--- src/rtl/vta_mem_arbiter.sv ---
// Round-robin arbiter that funnels NUM_CH client memory ports onto a single
// DPI-style memory port, one burst transaction outstanding at a time.
module vta_mem_arbiter #(
    parameter  int NUM_CH    = 4,
    parameter  int LEN_BITS  = 8,
    parameter  int ADDR_BITS = 64,
    parameter  int DATA_BITS = 64,
    localparam int GNT_BITS  = $clog2(NUM_CH)
) (
    input  logic                          clock,
    input  logic                          reset,

    input  logic [NUM_CH-1:0]             cl_req_valid,
    output logic [NUM_CH-1:0]             cl_req_ready,
    input  logic [NUM_CH-1:0]             cl_req_opcode,
    input  logic [NUM_CH*LEN_BITS-1:0]    cl_req_len,
    input  logic [NUM_CH*ADDR_BITS-1:0]   cl_req_addr,

    input  logic [NUM_CH-1:0]             cl_wr_valid,
    output logic [NUM_CH-1:0]             cl_wr_ready,
    input  logic [NUM_CH*DATA_BITS-1:0]   cl_wr_bits,

    output logic [NUM_CH-1:0]             cl_rd_valid,
    input  logic [NUM_CH-1:0]             cl_rd_ready,
    output logic [DATA_BITS-1:0]          cl_rd_bits,

    output logic                          dpi_req_valid,
    output logic                          dpi_req_opcode,
    output logic [LEN_BITS-1:0]           dpi_req_len,
    output logic [ADDR_BITS-1:0]          dpi_req_addr,
    output logic                          dpi_wr_valid,
    output logic [DATA_BITS-1:0]          dpi_wr_bits,
    input  logic                          dpi_rd_valid,
    input  logic [DATA_BITS-1:0]          dpi_rd_bits,
    output logic                          dpi_rd_ready,

    output logic [GNT_BITS-1:0]           grant_id,
    output logic                          busy,
    output logic                          err
);

    typedef enum logic [1:0] {
        IDLE  = 2'd0,
        REQ   = 2'd1,
        WRITE = 2'd2,
        READ  = 2'd3
    } state_t;

    state_t                state_q;
    state_t                state_d;
    logic [GNT_BITS-1:0]   last_grant_q;
    logic [GNT_BITS-1:0]   grant_q;
    logic                  opcode_q;
    logic [LEN_BITS-1:0]   len_q;
    logic [ADDR_BITS-1:0]  addr_q;
    logic [LEN_BITS-1:0]   cnt_q;
    logic                  err_q;

    logic [GNT_BITS-1:0]   winner;
    logic                  any_req;
    logic                  found;
    logic                  accept;
    logic                  wr_fire;
    logic                  rd_fire;
    logic                  last_beat;

    // Round-robin search starts one past the previous winner.
    // NOTE: every variable written in always_comb gets a default first, so no
    // path through the block can leave it unassigned and infer a latch.
    always_comb begin
        winner  = '0;
        found   = 1'b0;
        any_req = |cl_req_valid;
        for (int k = 1; k <= NUM_CH; k++) begin
            if (!found && cl_req_valid[(int'(last_grant_q) + k) % NUM_CH]) begin
                found  = 1'b1;
                winner = GNT_BITS'((int'(last_grant_q) + k) % NUM_CH);
            end
        end
    end

    assign accept    = (state_q == IDLE) && any_req;
    assign wr_fire   = (state_q == WRITE) && cl_wr_valid[grant_q];
    assign rd_fire   = (state_q == READ) && dpi_rd_valid && cl_rd_ready[grant_q];
    assign last_beat = (cnt_q == '0);

    always_comb begin
        state_d = state_q;
        unique case (state_q)
            IDLE:    if (accept) state_d = REQ;
            REQ:     state_d = opcode_q ? WRITE : READ;
            WRITE:   if (wr_fire && last_beat) state_d = IDLE;
            READ:    if (rd_fire && last_beat) state_d = IDLE;
            default: state_d = IDLE;
        endcase
    end

    // NOTE: sequential state uses non-blocking assignments so every register
    // samples the pre-edge values regardless of statement order.
    always_ff @(posedge clock or negedge reset) begin
        if (!reset) state_q <= IDLE;
        else        state_q <= state_d;
    end

    always_ff @(posedge clock or negedge reset) begin
        if (!reset) begin
            last_grant_q <= GNT_BITS'(NUM_CH - 1);
            grant_q      <= '0;
            opcode_q     <= 1'b0;
            len_q        <= '0;
            addr_q       <= '0;
            cnt_q        <= '0;
            err_q        <= 1'b0;
        end else begin
            if (accept) begin
                last_grant_q <= winner;
                grant_q      <= winner;
                opcode_q     <= cl_req_opcode[winner];
                len_q        <= cl_req_len[winner*LEN_BITS +: LEN_BITS];
                addr_q       <= cl_req_addr[winner*ADDR_BITS +: ADDR_BITS];
            end
            // The counter stops at zero, so a full-length burst never wraps.
            if (state_q == REQ)
                cnt_q <= len_q;
            else if ((wr_fire || rd_fire) && !last_beat)
                cnt_q <= cnt_q - 1'b1;
            if (dpi_rd_valid && (state_q != READ))
                err_q <= 1'b1;
        end
    end

    // Client-side handshakes are steered only to the granted channel; the
    // request-ready path is also masked by reset since it is purely combinational.
    always_comb begin
        cl_req_ready = '0;
        cl_wr_ready  = '0;
        cl_rd_valid  = '0;
        cl_rd_bits   = '0;
        dpi_req_valid = 1'b0;
        dpi_wr_valid = 1'b0;
        dpi_wr_bits  = '0;
        dpi_rd_ready = 1'b0;
        unique case (state_q)
            IDLE: begin
                if (any_req && reset)
                    cl_req_ready[winner] = 1'b1;
            end
            REQ: begin
                dpi_req_valid = 1'b1;
            end
            WRITE: begin
                cl_wr_ready[grant_q] = 1'b1;
                dpi_wr_valid         = cl_wr_valid[grant_q];
                dpi_wr_bits          = cl_wr_bits[grant_q*DATA_BITS +: DATA_BITS];
            end
            READ: begin
                cl_rd_valid[grant_q] = dpi_rd_valid;
                dpi_rd_ready         = cl_rd_ready[grant_q];
                cl_rd_bits           = dpi_rd_bits;
            end
            default: ;
        endcase
    end

    assign dpi_req_opcode = opcode_q;
    assign dpi_req_len    = len_q;
    assign dpi_req_addr   = addr_q;
    assign grant_id       = grant_q;
    assign busy           = (state_q != IDLE);
    assign err            = err_q;

endmodule

--- config.mk ---
export PLATFORM = sky130hd
export DESIGN_NAME = vta_mem_arbiter
export DESIGN_NICKNAME = d
export VERILOG_FILES = /design/src/rtl/vta_mem_arbiter.sv
export SDC_FILE = /design/constraint.sdc
export NUM_CORES = 1
export LEC_CHECK = 0
export ABC_AREA = 1
export CORE_AREA = 4 4 326 328
export CTS_BUF_LIST = sky130_fd_sc_hd__clkbuf_8
export DETAILED_ROUTE_END_ITERATION = 8
export DIE_AREA = 0 0 330 332
export PLACE_DENSITY = 0.38
export REMOVE_ABC_BUFFERS = 1
export SYNTH_ARGS = -nofsm -noshare
export SYNTH_HDL_FRONTEND = slang
export SYNTH_SLANG_ARGS = --single-unit
--- constraint.sdc ---
create_clock -name clock -period 7.45 [get_ports clock]
set_input_delay 2.235 -clock clock [delete_from_list [all_inputs] [get_ports clock]]
set_output_delay 2.235 -clock clock [all_outputs]
set_load 0.01 [all_outputs]
; ---- Word level (Yosys, flattened, before mapping)
; Index checks and enable logic that the tools add are counted.
[totals]
reg_bits = 88
latch_bits = 0
ramBits = 0
rom_bits = 0
inputBits = 627
output_inout_bits = 220
word_cells = 110
memories = 0
[classes]
n_addsub = 5
multipliers = 0
n_div = 0
n_lt_le_gt_ge = 8
eq_ne = 7
shift = 3
muxes = 45
n_bitwise = 5
reduce_logical = 29
[ops]
columns = operator, count
row1 = variable part select 256 x 9 -> 64 bit, 2
row2 = 2-to-1 mux 64 bit, 2
row3 = variable part select 32 x 6 -> 8 bit, 1
row4 = 2-to-1 mux 1 bit, 20
row5 = less-than comparator 3 x 4 -> 1 bit (second input constant), 4
row6 = 2-to-1 mux 4 bit, 4
row7 = 2-to-1 mux 8 bit, 2
row8 = binary-select mux 1 bit (select 2 bit), 7
row9 = logical AND 1 bit, 14
row10 = 2-to-1 mux 2 bit, 7
row11 = logical NOT 8 bit, 1
row12 = case mux 2 bit (4 select lines), 1
row13 = OR reduction 2 bit, 4
row14 = subtractor 8 x 1 -> 8 bit (second input constant), 1
row15 = less-than comparator 2 x 3 -> 1 bit (second input constant), 2
row16 = adder 2 x 1 -> 2 bit (second input constant), 2
row17 = adder 2 bit (second input constant), 2
row18 = AND 1 bit (first input constant), 4
row19 = AND 4 bit, 1
row20 = demux 1 bit (select 2 bit), 2
row21 = equality test 2 bit (second input constant), 2
row22 = >= comparator 2 x 1 -> 1 bit (second input constant), 2
row23 = logical NOT 1 bit, 4
row24 = != test 2 x 1 -> 1 bit (second input constant), 2
row25 = 7 further kinds, 9

; ---- Longest topological paths before layout
[depth]
ltp_word = 22
ltp_mapped = 17
ltp_nobuf = 15

; ---- Worst setup path after synthesis
; OpenSTA, ideal clock, no wires.
[synth_timing]
path_type = input port to output port
from = input cl_req_valid[1]
to = output cl_req_ready[2]
t_arrival_ps = 3497
required_time_ps = 5215
slack_ps = 1718
cell_stages = 11
n_path_buf = 2
path_cell_list = inv_1 > nand2_1 > nand3_1 > nand2_4 > nor2_8 > nand2_2 > nor2_2 > nor2_4 > buf_4 > buf_2 > nor3_1
[synth_via]
elab_chain_len = 19
elab_cells_between_ends = 34
cone_classes = order compare (2) / mux (23) / reduce/logical (9)
[synth_rtl]
columns = item, line
row1 = from (decl), 13  ; input logic [NUM_CH-1:0] cl_req_valid,
row2 = binary-select mux 1 bit (select 2 bit), 75  ; if (!found && cl_req_valid[(int'(last_grant_q) + k) % NUM_CH]) begin
row3 = 2-to-1 mux 1 bit (not written as such) (2 in a row), 75
row4 = 2-to-1 mux 1 bit, 75
row5 = logical NOT 1 bit, 75
row6 = logical AND 1 bit, 75
row7 = 2-to-1 mux 1 bit, 75
row8 = logical NOT 1 bit, 75
row9 = logical AND 1 bit, 75
row10 = [2 not listed], n/a
row11 = logical AND 1 bit, 75
row12 = 2-to-1 mux 2 bit, 75
row13 = less-than comparator 2 x 3 -> 1 bit (not written as such) or >= comparator 2 x 1 -> 1 bit (tied branches), 146  ; cl_req_ready[winner] = 1'b1;
row14 = logical AND 1 bit (not written as such), 146
row15 = 2-to-1 mux 1 bit (not written as such), 146
row16 = demux 1 bit (select 2 bit), 146
row17 = 2-to-1 mux 4 bit (*), 145  ; if (any_req && reset)
row18 = 2-to-1 mux 4 bit (*), 143  ; unique case (state_q)
row19 = to (decl), 14  ; output logic [NUM_CH-1:0] cl_req_ready,
; Every way passes the cells marked *; elsewhere a longest branch is shown, timed or not. The select of a mux whose other input is x is not followed.

; ---- Worst setup path in the final report
[layout_timing]
from = input cl_req_valid[0]
to = output cl_req_ready[3]
; Same word-level chain as after synthesis.

==> impl_metrics.csv <==
group,metric,value,unit
clock_tree,cts_num_sinks,88,
floorplanning,core,103200,um^2
setup_path,critPathBufInv,4,
setup_path,r2r_slack,3350,ps
setup_path,cp_slowest_stage_delay,570,ps
setup_path,critPathLaunchType,"input port",
setup_path,crit_path_max_fanout,22,
detailed_routing,dr.pass1.iters,5,
timing,setup_tns,0,ps
setup_path,reg2reg_from,"last_grant_q[0]$_DFFE_PN1P_",
floorplanning,start_util,8.706,%
grt,grt_usage,14.71,%
timing,skew,35.96,ps
detailed_routing,routedWlPerCell,22.64,um
grt,antenna_found_initial,20,
cells_and_area,multi_input_area,5826,um^2
power_and_ir_drop,peakVddDrop,0.0005083,V
detailed_routing,routed_wl,84660,um
setup_path,crit_type,"in2out",
power_and_ir_drop,power_frac_comb,82.6,%
timing,period_share,92.53,%
hold_path,timing.hold.worst.start,"err$_DFFE_PN0P_",
timing,setup_viol,0,
clock_tree,post_cts_buffers,0,
grt,grt_pass1_wl,113900,um
clock_tree,clock_latency,450,ps
setup_path,crit_slowest_cell,"clkdlybuf4s50_1",
timing,rsz0062_at_grt,"false",
placement,portBuffers,846,
power_and_ir_drop,p_sw,4401,uW
setup_path,r2r_cells,16,
setup_path,arrival,4660,ps
yosys,yosysSeqAreaShare,24.54,%
cells_and_area,area_growth,111.8,%
clock_tree,htree_levels,3,
setup_path,end_kind,"output pin",
yosys,syn-cell-area,8985,um^2
grt,grt_overflow_total,0,
power_and_ir_drop,p_seq_share,11.7,%
yosys,yosysUniqueCellTypes,36,
cells_and_area,final_nets,2974,
detailed_routing,route.detailed.drc,0,
clock_tree,clk_pin_slew_worst_paths,90,ps
yosys,syn_avg_cell_area,5.665,um^2
timing,layout_min_cycle_time,6894,ps
hold_path,hold_class,"reg2reg",
clock_tree,clock_path_buffers,2,
cells_and_area,drive_gt1_share,3.106,%
timing,slew_violations,0,
timing,clock.fmax,0.1451,GHz
timing,relSlewSlack,32.64,%
clock_tree,postCtsHoldBufs,0,
yosys,syn-instance-count,1586,
grt,grt_max_degree,81,
power_and_ir_drop,clkPwrFrac,5.7,%
clock_tree,cts_root_buf,"clkbuf_8",
placement,place_congestion,0.8693,
detailed_routing,drtIter0Drc,799,
floorplanning,die_w,330,um
hold_path,hold_depth,1,
detailed_routing,antenna_left,0,
floorplanning,pin_count,847,
power_and_ir_drop,leakage,0.008326,uW
floorplanning,dieHeight,332,um
cells_and_area,fin_util,18.44,%
floorplanning,fp-row-count,118,
timing,worst_pin_slew,1007,ps
grt,grt_pass1_vias,14160,
floorplanning,dieArea,109600,um^2
job,maxCapViolCount,0,
setup_path,path_cells,"clkdlybuf4s50_1, inv_1, nand2_1, nand3_1, nand2_4, nand4_1, nand2_1, nand2_8, nand2_8, inv_2, nor3_1, clkdlybuf4s50_1",
power_and_ir_drop,p_per_area,395.8,nW/um^2
yosys,ys_warn_count,0,
clock_tree,cts_resized,0,
setup_path,cp.required,5220,ps
detailed_routing,via_per_inst,3.638,
setup_path,worstReg2RegEnd,"dpi_req_addr[57]$_DFFE_PN0P_",
power_and_ir_drop,p_int,3130,uW
placement,dp_hpwl,69760,um
clock_tree,numCtsBuffers,9,
detailed_routing,vias,13610,
hold_path,min_to,"err$_DFFE_PN0P_",
cells_and_area,fillCellCount,11840,
timing,hold_viol,0,
clock_tree,cts_tree,"yes",
yosys,synth_seq_cells,88,
power_and_ir_drop,sw_frac_of_total,58.43,%
setup_path,cp_top_family,"buffers and inverters",
run_status,status,"completed",
cells_and_area,seqCellArea,2205,um^2
==> power groups by stage <==
stage                     Clock, uW  Sequential, uW  Combinational, uW
after floorplan                   0             926               3070
after global placement            0             886               6460
after detailed placement          0             883               6400
after CTS                       466             882               6420
after global routing            481             911               6940
final                           430             879               6220
==> metrics by stage <==
step / instance area (um^2) / total power [uW] / cells / setup WS [ps] / hold slack [ps]
floorplan: 8333 / 3999 / 1462 / -334.4 / 493.2
global placement: 18780 / 7345 / 3714 / 513.5 / 441.9
detailed placement: 18780 / 7287 / 3714 / 569.4 / 445.0
CTS: 19000 / 7772 / 3730 / 560.1 / 468.5
global route: 19010 / 8328 / 3734 / 392.1 / 495.9
finish: 19030 / 7531 / 3740 / 556.2 / 463.1
==> cells by family (layout without fill, tap and decap cells) <==
| kind of cell | Yosys count | count (layout) | share of synthesized area (%) |
|---|---|---|---|
| flip-flops | 88 | 88 | 24.54 |
| buffers and inverters | 215 | 979 | 11.07 |
| other | 0 | 10 | 0 |
| AND/OR/NAND/NOR | 1056 | 1056 | 47.65 |
| AO/OA/AOI/OAI | 225 | 225 | 16.46 |
| adder cells (fa/ha/maj) | 2 | 2 | 0.2785 |
==> registers in the layout, indices dropped and copies added (netlist names) <==
| register | count |
|---|---|
| state_q | 2 |
| dpi_req_opcode | 1 |
| grant_id | 2 |
| cnt_q | 8 |
| last_grant_q | 2 |
| dpi_req_addr | 64 |
| dpi_req_len | 8 |
| err | 1 |
==> synth_stat cells, drive strengths merged <==
| master | n | area share (%) |
|---|---|---|
| a41oi | 1 | 0.097 |
| a31oi | 2 | 0.14 |
| o211ai | 1 | 0.084 |
| inv | 90 | 3.8 |
| a21o | 1 | 0.084 |
| nor4 | 1 | 0.070 |
| dfrtp | 86 | 24 |
| nand3b | 1 | 0.084 |
| nand2 | 803 | 34 |
| a21oi | 69 | 3.8 |
| o21ai | 18 | 1.0 |
| nor2 | 86 | 3.9 |
| a22oi | 128 | 11 |
| nor3 | 4 | 0.22 |
| nand4 | 5 | 0.52 |
| o31ai | 2 | 0.17 |
| buf | 72 | 5.1 |
| clkbuf | 52 | 2.2 |
| ha | 2 | 0.28 |
| nand3 | 156 | 8.7 |
| o21a | 1 | 0.084 |
| dfstp | 2 | 0.58 |
| a22o | 1 | 0.097 |
| o21bai | 1 | 0.13 |
| clkinv | 1 | 0.056 |
==> layout make-up <==
type	count	area share, %
clock inverters	6	0.4406
well taps	1380	9.075
diodes	10	0.1315
repair buffers	872	45.58
flip-flops and latches	88	11.59
inverters	91	1.841
clock buffers	10	0.7234
multi-input cells	1283	30.62
==> worst reg2reg max path: stages, from the launching register on <==
cell	delay [ps]
dfstp_2	730
inv_2	160
nand2_1	120
nand3_1	130
nand2_4	130
nand4_1	110
nand2_1	190
nand2_8	200
nand2_8	150
buf_4	510
buf_4	770
nand2_1	270
nand2_1	130
nand2_1	50
nand2_1	190
nand2_1	90
nand2_1	80
==> per-layer routing <==
metal / wire length [um] / global-route usage, % / up-vias
li1: - / - / 6632
met1: 32320 / 16.35 / 6319
met2: 42520 / 26.42 / 581
met3: 7532 / 5.055 / 63
met4: 2221 / 4.193 / 10
met5: 61 / 0 / -
==> layout by cell type (no fill, tap or decap), types with 2 or more instances in the layout <==
cell type | netlist | layout
clkdlybuf4s50_1 | 0 | 845
nand2_1 | 792 | 791
nand3_1 | 156 | 156
a22oi_1 | 128 | 128
dfrtp_1 | 86 | 86
inv_1 | 85 | 83
nor2_1 | 83 | 81
a21oi_1 | 69 | 69
buf_4 | 8 | 26
o21ai_0 | 17 | 17
diode_2 | 0 | 10
clkbuf_8 | 0 | 10
nand2_2 | 5 | 5
nand2_4 | 6 | 5
inv_2 | 5 | 4
nand4_1 | 4 | 4
nor3_1 | 4 | 4
clkinv_2 | 1 | 4
nor2_4 | 1 | 3
nand2_8 | 0 | 2
inv_4 | 0 | 2
a31oi_1 | 2 | 2
o31ai_1 | 2 | 2
ha_1 | 2 | 2
bufinv_16 | 0 | 2
clkinvlp_4 | 0 | 2
dfstp_2 | 2 | 2
==> worst max-delay path by stage <==
stage	start	to	slack (ps)	cells past startpoint
floorplan	cl_req_valid[3]	cl_req_ready[0]	-330	4
global placement	cl_req_valid[0]	cl_req_ready[1]	510	12
detailed placement	cl_req_valid[0]	cl_req_ready[3]	570	12
CTS	cl_req_valid[0]	cl_req_ready[3]	560	12
global route	cl_req_valid[0]	cl_req_ready[1]	390	12
finish	cl_req_valid[0]	cl_req_ready[3]	560	12
Note: power is estimated with default switching activity, not from simulation.
